==> src/rtl/i2c_reg_target.sv <==
// I2C target with an NREG x 8 register file, pointer-based auto-increment writes/reads.
// Define I2C_TGT_GCALL_EN to also accept general-call (address 7'h00, write) transactions.
`timescale 1ns/1ps
module i2c_reg_target #(
  parameter logic [6:0] DEV_ADDR = 7'h50,
  parameter int         NREG     = 16,
  localparam int        AW       = $clog2(NREG)
) (
  input  logic          clk,
  input  logic          rst,
  input  logic          scl_i,
  input  logic          sda_i,
  output logic          sda_oe,
  output logic          wr_stb,
  output logic [AW-1:0] wr_addr,
  output logic [7:0]    wr_data,
  input  logic [AW-1:0] host_raddr,
  output logic [7:0]    host_rdata,
  output logic          busy
);

  typedef enum logic [3:0] {
    IDLE, ADDR, ADDR_ACK, PTR, PTR_ACK, WR_BYTE, WR_ACK, RD_BYTE, RD_ACK, IGNORE
  } state_t;

  state_t          state, state_nxt;
  logic [3:0]      bit_cnt, bit_cnt_nxt;
  logic [7:0]      shift, shift_nxt;
  logic [AW-1:0]   ptr, ptr_nxt, ptr_inc;
  logic            sda_oe_q, sda_oe_nxt;
  logic            busy_q, busy_nxt;
  logic            wr_stb_q, wr_stb_nxt;
  logic [AW-1:0]   wr_addr_q, wr_addr_nxt;
  logic [7:0]      wr_data_q, wr_data_nxt;
  logic            reg_we;
  logic [7:0]      regs [NREG];

  logic scl_p0, scl_p1, scl_p2;
  logic sda_p0, sda_p1, sda_p2;
  logic scl_rise, scl_fall, start_det, stop_det;

  function automatic logic addr_match(input logic [7:0] b);
`ifdef I2C_TGT_GCALL_EN
    return (b[7:1] == DEV_ADDR) || (b == 8'h00);
`else
    return (b[7:1] == DEV_ADDR);
`endif
  endfunction

  // Stage p0/p1: synchronizer; stage p2: history for edge detection (idle bus is high)
  always_ff @(posedge clk or negedge rst) begin
    if (!rst) begin
      scl_p0 <= 1'b1;
      scl_p1 <= 1'b1;
      scl_p2 <= 1'b1;
      sda_p0 <= 1'b1;
      sda_p1 <= 1'b1;
      sda_p2 <= 1'b1;
    end else begin
      scl_p0 <= scl_i;
      scl_p1 <= scl_p0;
      scl_p2 <= scl_p1;
      sda_p0 <= sda_i;
      sda_p1 <= sda_p0;
      sda_p2 <= sda_p1;
    end
  end

  assign scl_rise  =  scl_p1 & ~scl_p2;
  assign scl_fall  = ~scl_p1 &  scl_p2;
  assign start_det =  scl_p1 &  scl_p2 & ~sda_p1 &  sda_p2;
  assign stop_det  =  scl_p1 &  scl_p2 &  sda_p1 & ~sda_p2;

  assign ptr_inc = ptr + AW'(1);

  always_comb begin
    state_nxt   = state;
    bit_cnt_nxt = bit_cnt;
    shift_nxt   = shift;
    ptr_nxt     = ptr;
    sda_oe_nxt  = sda_oe_q;
    busy_nxt    = busy_q;
    wr_stb_nxt  = 1'b0;
    wr_addr_nxt = wr_addr_q;
    wr_data_nxt = wr_data_q;
    reg_we      = 1'b0;
    if (start_det) begin
      state_nxt   = ADDR;
      bit_cnt_nxt = 4'd0;
      sda_oe_nxt  = 1'b0;
      busy_nxt    = 1'b0;
    end else if (stop_det) begin
      state_nxt  = IDLE;
      sda_oe_nxt = 1'b0;
      busy_nxt   = 1'b0;
    end else begin
      case (state)
        ADDR, PTR, WR_BYTE: begin
          if (scl_rise && bit_cnt < 4'd8) begin
            shift_nxt   = {shift[6:0], sda_p1};
            bit_cnt_nxt = bit_cnt + 4'd1;
          end else if (scl_fall && bit_cnt == 4'd8) begin
            bit_cnt_nxt = 4'd0;
            if (state == ADDR) begin
              if (addr_match(shift)) begin
                state_nxt  = ADDR_ACK;
                sda_oe_nxt = 1'b1;
                busy_nxt   = 1'b1;
              end else begin
                state_nxt = IGNORE;
              end
            end else if (state == PTR) begin
              ptr_nxt    = shift[AW-1:0];
              sda_oe_nxt = 1'b1;
              state_nxt  = PTR_ACK;
            end else begin
              sda_oe_nxt = 1'b1;
              state_nxt  = WR_ACK;
            end
          end
        end
        ADDR_ACK: begin
          if (scl_fall) begin
            if (shift[0]) begin
              // First read byte's MSB goes out on the same fall that ends the ACK
              shift_nxt   = regs[ptr];
              sda_oe_nxt  = ~regs[ptr][7];
              bit_cnt_nxt = 4'd1;
              state_nxt   = RD_BYTE;
            end else begin
              sda_oe_nxt  = 1'b0;
              bit_cnt_nxt = 4'd0;
              state_nxt   = PTR;
            end
          end
        end
        PTR_ACK: begin
          if (scl_fall) begin
            sda_oe_nxt  = 1'b0;
            bit_cnt_nxt = 4'd0;
            state_nxt   = WR_BYTE;
          end
        end
        WR_ACK: begin
          if (scl_fall) begin
            reg_we      = 1'b1;
            wr_stb_nxt  = 1'b1;
            wr_addr_nxt = ptr;
            wr_data_nxt = shift;
            ptr_nxt     = ptr_inc;
            sda_oe_nxt  = 1'b0;
            bit_cnt_nxt = 4'd0;
            state_nxt   = WR_BYTE;
          end
        end
        RD_BYTE: begin
          if (scl_fall) begin
            if (bit_cnt == 4'd8) begin
              sda_oe_nxt  = 1'b0;
              bit_cnt_nxt = 4'd0;
              state_nxt   = RD_ACK;
            end else begin
              shift_nxt   = {shift[6:0], 1'b0};
              sda_oe_nxt  = ~shift[6];
              bit_cnt_nxt = bit_cnt + 4'd1;
            end
          end
        end
        RD_ACK: begin
          // bit_cnt 9 marks a controller ACK seen on the rise; continue on the fall
          if (scl_rise) begin
            if (sda_p1) state_nxt = IGNORE;
            else        bit_cnt_nxt = 4'd9;
          end else if (scl_fall && bit_cnt == 4'd9) begin
            ptr_nxt     = ptr_inc;
            shift_nxt   = regs[ptr_inc];
            sda_oe_nxt  = ~regs[ptr_inc][7];
            bit_cnt_nxt = 4'd1;
            state_nxt   = RD_BYTE;
          end
        end
        IDLE, IGNORE: begin
          state_nxt = state;
        end
        default: begin
          state_nxt  = IDLE;
          sda_oe_nxt = 1'b0;
        end
      endcase
    end
  end

  always_ff @(posedge clk or negedge rst) begin
    if (!rst) begin
      state     <= IDLE;
      bit_cnt   <= 4'd0;
      shift     <= 8'h00;
      ptr       <= '0;
      sda_oe_q  <= 1'b0;
      busy_q    <= 1'b0;
      wr_stb_q  <= 1'b0;
      wr_addr_q <= '0;
      wr_data_q <= 8'h00;
    end else begin
      state     <= state_nxt;
      bit_cnt   <= bit_cnt_nxt;
      shift     <= shift_nxt;
      ptr       <= ptr_nxt;
      sda_oe_q  <= sda_oe_nxt;
      busy_q    <= busy_nxt;
      wr_stb_q  <= wr_stb_nxt;
      wr_addr_q <= wr_addr_nxt;
      wr_data_q <= wr_data_nxt;
    end
  end

  always_ff @(posedge clk or negedge rst) begin
    if (!rst) begin
      for (int i = 0; i < NREG; i++) regs[i] <= 8'h00;
    end else if (reg_we) begin
      regs[ptr] <= shift;
    end
  end

  assign sda_oe     = sda_oe_q;
  assign busy       = busy_q;
  assign wr_stb     = wr_stb_q;
  assign wr_addr    = wr_addr_q;
  assign wr_data    = wr_data_q;
  assign host_rdata = regs[host_raddr];

endmodule

==> config.mk <==
export PLATFORM = sky130hd
export DESIGN_NAME = i2c_reg_target
export DESIGN_NICKNAME = d
export VERILOG_FILES = /design/src/rtl/i2c_reg_target.sv
export SDC_FILE = /design/constraint.sdc
export NUM_CORES = 1
export LEC_CHECK = 0
export ABC_AREA = 1
export CORE_ASPECT_RATIO = 0.5
export CORE_MARGIN = 2
export CORE_UTILIZATION = 53
export DETAILED_ROUTE_END_ITERATION = 12
export MAX_ROUTING_LAYER = met4
export PLACE_DENSITY = 0.7
export REMOVE_ABC_BUFFERS = 1
export SKIP_CTS_REPAIR_TIMING = 1
export SYNTH_ARGS = -nofsm -noshare
export SYNTH_HDL_FRONTEND = slang
export SYNTH_SLANG_ARGS = --single-unit
==> constraint.sdc <==
create_clock -name clk -period 6.87 [get_ports clk]
set_clock_uncertainty 0.05 [all_clocks]
set_input_delay 1.7175 -clock clk [delete_from_list [all_inputs] [get_ports clk]]
set_output_delay 1.7175 -clock clk [all_outputs]
set_load 0.02 [all_outputs]
# Yosys cells after proc, flatten, opt, wreduce, memory -nomap -nowiden

Cells that the tools add are included.

Logic and storage cells: 206
Flip-flop bits (word level): 169

Add/sub/neg operators: 2
Order comparisons: 5
Reductions and logical operators: 23
Bitwise logic cells: 19
Equal/unequal tests: 44
Muxes and demuxes: 81

Operators by type and width:

| operator              | count |
|---|---|
| $bwmux W128           | 1 |
| $mux W4               | 31 |
| $mux W8               | 14 |
| $bmux W8 S4           | 3 |
| $ne A4 B4 Y1 const B  | 10 |
| $demux W8 S4          | 1 |
| $pmux W8 S4           | 1 |
| $reduce_and A9 Y1     | 3 |
| $ne A2 B2 Y1 const B  | 13 |
| $mux W1               | 24 |
| $pmux W4 S6           | 1 |
| $pmux W4 S5           | 1 |
| $reduce_and A10 Y1    | 2 |
| $eq A4 B3 Y1 const B  | 4 |
| $eq A4 B4 Y1 const B  | 4 |
| $ge A5 B5 Y1 const B  | 3 |
| $ne A5 B5 Y1 const B  | 3 |
| $not A4 Y5            | 3 |
| $reduce_bool A3 Y1    | 5 |
| $ne A3 B3 Y1 const B  | 4 |
| $pmux W4 S3           | 1 |
| $not A1 Y1            | 9 |
| $add A4 B1 Y4 const B | 2 |
| $eq A4 B2 Y1 const B  | 2 |
| other kinds (19)      | 29 |

# Depth between registers and ports, before layout

Word-level depth: 11
Depth in mapped cells: 15

# Worst setup path before layout

OpenSTA, ideal clock, no wires.

Kind: input port to output port
Start point: in host_raddr[0]
End point: out host_rdata[7]
Arrival: 2.944 ns
Path slack: 2.159 ns
Stages: 6
Cells stage by stage: buf_2 -> clkbuf_1 -> o21ai_0 -> a21oi_1 -> o22ai_1 -> o21ai_0

Longest elaborated chain between the ends: 4

RTL lines:

| item                                        | line | text |
|---|---|---|
| from (decl)                                 | 17   | `input logic [AW-1:0] host_raddr,` |
| $not A4 Y5 (not written as such)            | 230  | `assign host_rdata = regs[host_raddr];` |
| $bmux W8 S4                                 | 230  |  |
| $mux W8 (not written as such) (2 in series) | 230  |  |
| to (decl)                                   | 18   | `output logic [7:0] host_rdata,` |

No other way between the ends. The select of a mux whose other input is x is not followed.

# Worst setup path in the final report

Start point: in host_raddr[2]
End point: out host_rdata[1]

The elaborated chain is that of the path after synthesis.

==> summary.md <==
| Metric | Value |
|---|---|
| Worst hold slack after final layout | 307 ps |
| Number of antenna violations at the first check in global routing | 1 |
| Minimum setup slack among reg-to-reg paths | 1960 ps |
| Worst relative slew slack | 28.1% |
| Fin crit period | 5870 ps |
| Last weighted congestion value of the routability-driven placer | 0.916 |
| Top Ports | 31 |
| Highest attainable clock frequency | 0.170 GHz |
| Part of the power in registers | 26.3% |
| Ys Warns | 0 |
| Psw | 2.20 mW |
| Final Hold Viols | 0 |
| Fin area | 12000 sq um |
| Status | finished, final reports clean |
| Residual antenna-violating net count after detailed routing | 0 |
| Layout overhead on the synthesized area | 7.40% |
| Standby leakage power | 5.85 nW |
| Avg Inst Size Synth | 7.15 sq um |
| Data arrival at the endpoint of the critical path | 4100 ps |
| Most frequent cells in the layout | sky130_fd_sc_hd__nand2_1 (466), sky130_fd_sc_hd__dfrtp_1 (162), sky130_fd_sc_hd__o21ai_0 (135) |
| Switch share | 49.1% |
| Hold path depth | 0 |
| GRT overflow | 0 |
| Placement row count | 37 |
| Highest fanout seen on the critical path | 22 |
| Layout fillers | 1938 |
| Netlist area before placement | 11200 sq um |
| Count of distinct cell types in the synthesized netlist | 37 |
| Transition at the pin with the smallest max-transition slack | 1070 ps |
| Number of vias per cell | 5.95 |
| Antenna Cells | 0 |
| Total global routing track utilization | 34.0% |
| Clock-pin slew of the registers on the worst-case setup and hold paths | 70 ps |
| Total Die Area | 22400 sq um |
| Starting utilization of the core area | 54.3% |
| Largest buffer count on any clock path | 2 |
| Detailed-router iteration count before antenna repair | 6 |
| Average wire per standard cell | 19.6 um |
| Clock root cell | sky130_fd_sc_hd__clkbuf_16 |
| Worst Hold Path EP | sda_p1 |
| Later-pin clock latency in the skew report | 460 ps |
| Min-delay worst type | reg -> reg |
| Number of maximum-capacitance violations | 0 |
| Worst Setup Start Kind | primary input |
| Most common cell after layout, fill and taps aside | sky130_fd_sc_hd__nand2_1 |
| Internal power component | 2.28 mW |
| CTS tree | built |
| Die extent in x | 209 um |
| Half-perimeter wire length after placement | 23.3 mm |
| Drc violations | 0 |
| Comb power frac | 51.1% |
| IO buf count | 30 |
| Worst hold start | sda_p0 |
| Clock network power share | 22.6% |
| Sequential cell area fraction in the yosys report | 37.9% |
| Peak ir drop on the vdd network | 217 uV |
| Maximum level of the CTS H-tree | 4 |
| WS Path Type | in -> out |
| Period utilisation layout | 85.4% |
| Largest net degree at the start of global routing | 83 |
| PD cells | 373 nW/um^2 |
| Slew Limit Fails | 0 |
| Setup repair after global routing missed its margin | false |
| Reg-to-reg critical path endpoint | shift[3] |
| Post-Place Cell Area | 11400 sq um |
| Placeable core region | 20600 sq um |
| Post-synthesis sequential element count | 169 |
| Worst r2r src | ptr[0] |
| Die height | 107 um |
| Fin Setup TNS | 0 ps |
| Num CTS Buffers | 17 |
| Clock sink count | 169 |
| Via count of the first global-routing pass | 10200 |
| Worst Reg2Reg Path Length in Cells | 12 |
| 1st-iter DRT viols | 1355 |
| Final-report setup violation count | 0 |
| Global-route wire length before repair | 56.2 mm |
| Drt total wl | 35.6 mm |
| Cell count after synthesis | 1565 |
| DR vias | 10800 |
| Final net count | 1546 |
| Crit. End Element | output pin |
| Data required, critical path | 5100 ps |
| Share of cells above drive strength 1 | 10.2% |
-- power groups by stage --
stage / logic (mW) / clock network (mW) / registers (mW)
floorplan: 1.44 / 0 / 1.23
global placement: 2.20 / 0 / 1.19
detailed placement: 2.23 / 0 / 1.19
CTS: 2.24 / 1.02 / 1.17
global route: 2.52 / 1.06 / 1.19
finish: 2.29 / 1.01 / 1.18
-- area by class of cell --
| class | instances | area [sq um] | share of cell area [%] |
|---|---|---|---|
| Timing Repair Buffer | 47 | 434 | 3.61 |
| Inverter | 137 | 515 | 4.29 |
| Tap cell | 273 | 342 | 2.84 |
| Clock buffer | 23 | 478 | 3.98 |
| Clock inverter | 8 | 119 | 0.989 |
| Multi-Input combinational cell | 1159 | 5890 | 49.0 |
| Sequential cell | 169 | 4240 | 35.3 |
-- synthesized netlist by cell type --
cell type	count	area share (%)
sky130_fd_sc_hd__nor2_4	2	0.20
sky130_fd_sc_hd__buf_2	25	1.1
sky130_fd_sc_hd__nand2_4	16	1.6
sky130_fd_sc_hd__o211ai_1	71	4.8
sky130_fd_sc_hd__xor2_2	1	0.15
sky130_fd_sc_hd__nor3_1	5	0.22
sky130_fd_sc_hd__nand2_1	466	16
sky130_fd_sc_hd__nand3_1	105	4.7
sky130_fd_sc_hd__and2_1	2	0.11
sky130_fd_sc_hd__nand3_2	1	0.089
sky130_fd_sc_hd__nor2_2	5	0.28
sky130_fd_sc_hd__xnor2_2	1	0.15
sky130_fd_sc_hd__nor4_1	1	0.056
sky130_fd_sc_hd__inv_1	128	4.3
sky130_fd_sc_hd__nand2_2	6	0.34
sky130_fd_sc_hd__dfstp_2	6	1.4
sky130_fd_sc_hd__nand3b_1	2	0.13
sky130_fd_sc_hd__ha_1	7	0.78
sky130_fd_sc_hd__a21oi_1	95	4.3
sky130_fd_sc_hd__o21ai_0	135	6.0
sky130_fd_sc_hd__o22ai_1	2	0.11
sky130_fd_sc_hd__buf_1	9	0.30
sky130_fd_sc_hd__dfrtp_1	163	36
sky130_fd_sc_hd__nor2_8	5	0.89
sky130_fd_sc_hd__inv_2	7	0.23
sky130_fd_sc_hd__clkinv_1	2	0.067
sky130_fd_sc_hd__buf_6	18	1.8
sky130_fd_sc_hd__nor2_1	75	2.5
sky130_fd_sc_hd__o221ai_1	15	1.2
sky130_fd_sc_hd__nor3_2	1	0.089
sky130_fd_sc_hd__clkbuf_1	46	1.5
sky130_fd_sc_hd__nand4_1	6	0.34
sky130_fd_sc_hd__xor2_1	2	0.16
sky130_fd_sc_hd__o21ai_2	57	4.5
sky130_fd_sc_hd__a31oi_1	1	0.056
sky130_fd_sc_hd__o21ai_1	74	3.3
sky130_fd_sc_hd__buf_4	2	0.13
-- worst max path at each step --
stage             startpoint       endpoint  slack, ps  depth (start not counted)
6_report       host_raddr[2]  host_rdata[1]       1000                          6
5_1_grt        host_raddr[2]  host_rdata[7]       1000                          5
4_1_cts        host_raddr[2]  host_rdata[1]       1080                          6
3_5_place_dp   host_raddr[2]  host_rdata[1]       1120                          6
3_3_place_gp   host_raddr[2]  host_rdata[1]       1120                          6
2_1_floorplan         ptr[0]         sda_oe        200                         11
-- flip-flops by register name (all words and copies together), names as in the netlist, 4 cells and up --
signal   count
state        4
wr_addr      4
shift        8
ptr          4
regs       128
wr_data      8
bit_cnt      4
-- layer usage --
layer  wire [um]  up-vias  track usage (%)
met1       15600     5042             46.1
met3        3560       64             7.32
met4         805        0             12.6
met2       15500      545             50.6
met5           0        -                -
li1            -     5151                -
-- cell families after synthesis --
group / share of synthesized area [%]
AO/OA/AOI/OAI: 24.2
XOR/XNOR: 0.448
adder cells (fa/ha/maj): 0.783
buffers and inverters: 9.51
flip-flops: 37.9
AND/OR/NAND/NOR: 27.2
-- stage by stage --
step           setup WS (ps)  power [mW]  cells  util (%)
5_1_grt                 1000        4.77   1816      58.3
2_1_floorplan            205        2.67   1465         -
3_3_place_gp            1120        3.39   1785      55.4
3_5_place_dp            1120        3.43   1785      55.4
6_report                1000        4.48   1816      58.3
4_1_cts                 1080        4.44   1816      58.3
-- worst max-delay path: stages --
cell	delay, ps
sky130_fd_sc_hd__clkdlybuf4s50_1	410
sky130_fd_sc_hd__inv_1	680
sky130_fd_sc_hd__nand2_1	130
sky130_fd_sc_hd__o221ai_1	400
sky130_fd_sc_hd__nand2_1	180
sky130_fd_sc_hd__clkdlybuf4s50_1	570
No activity file was read; power rests on OpenSTA's default activity.
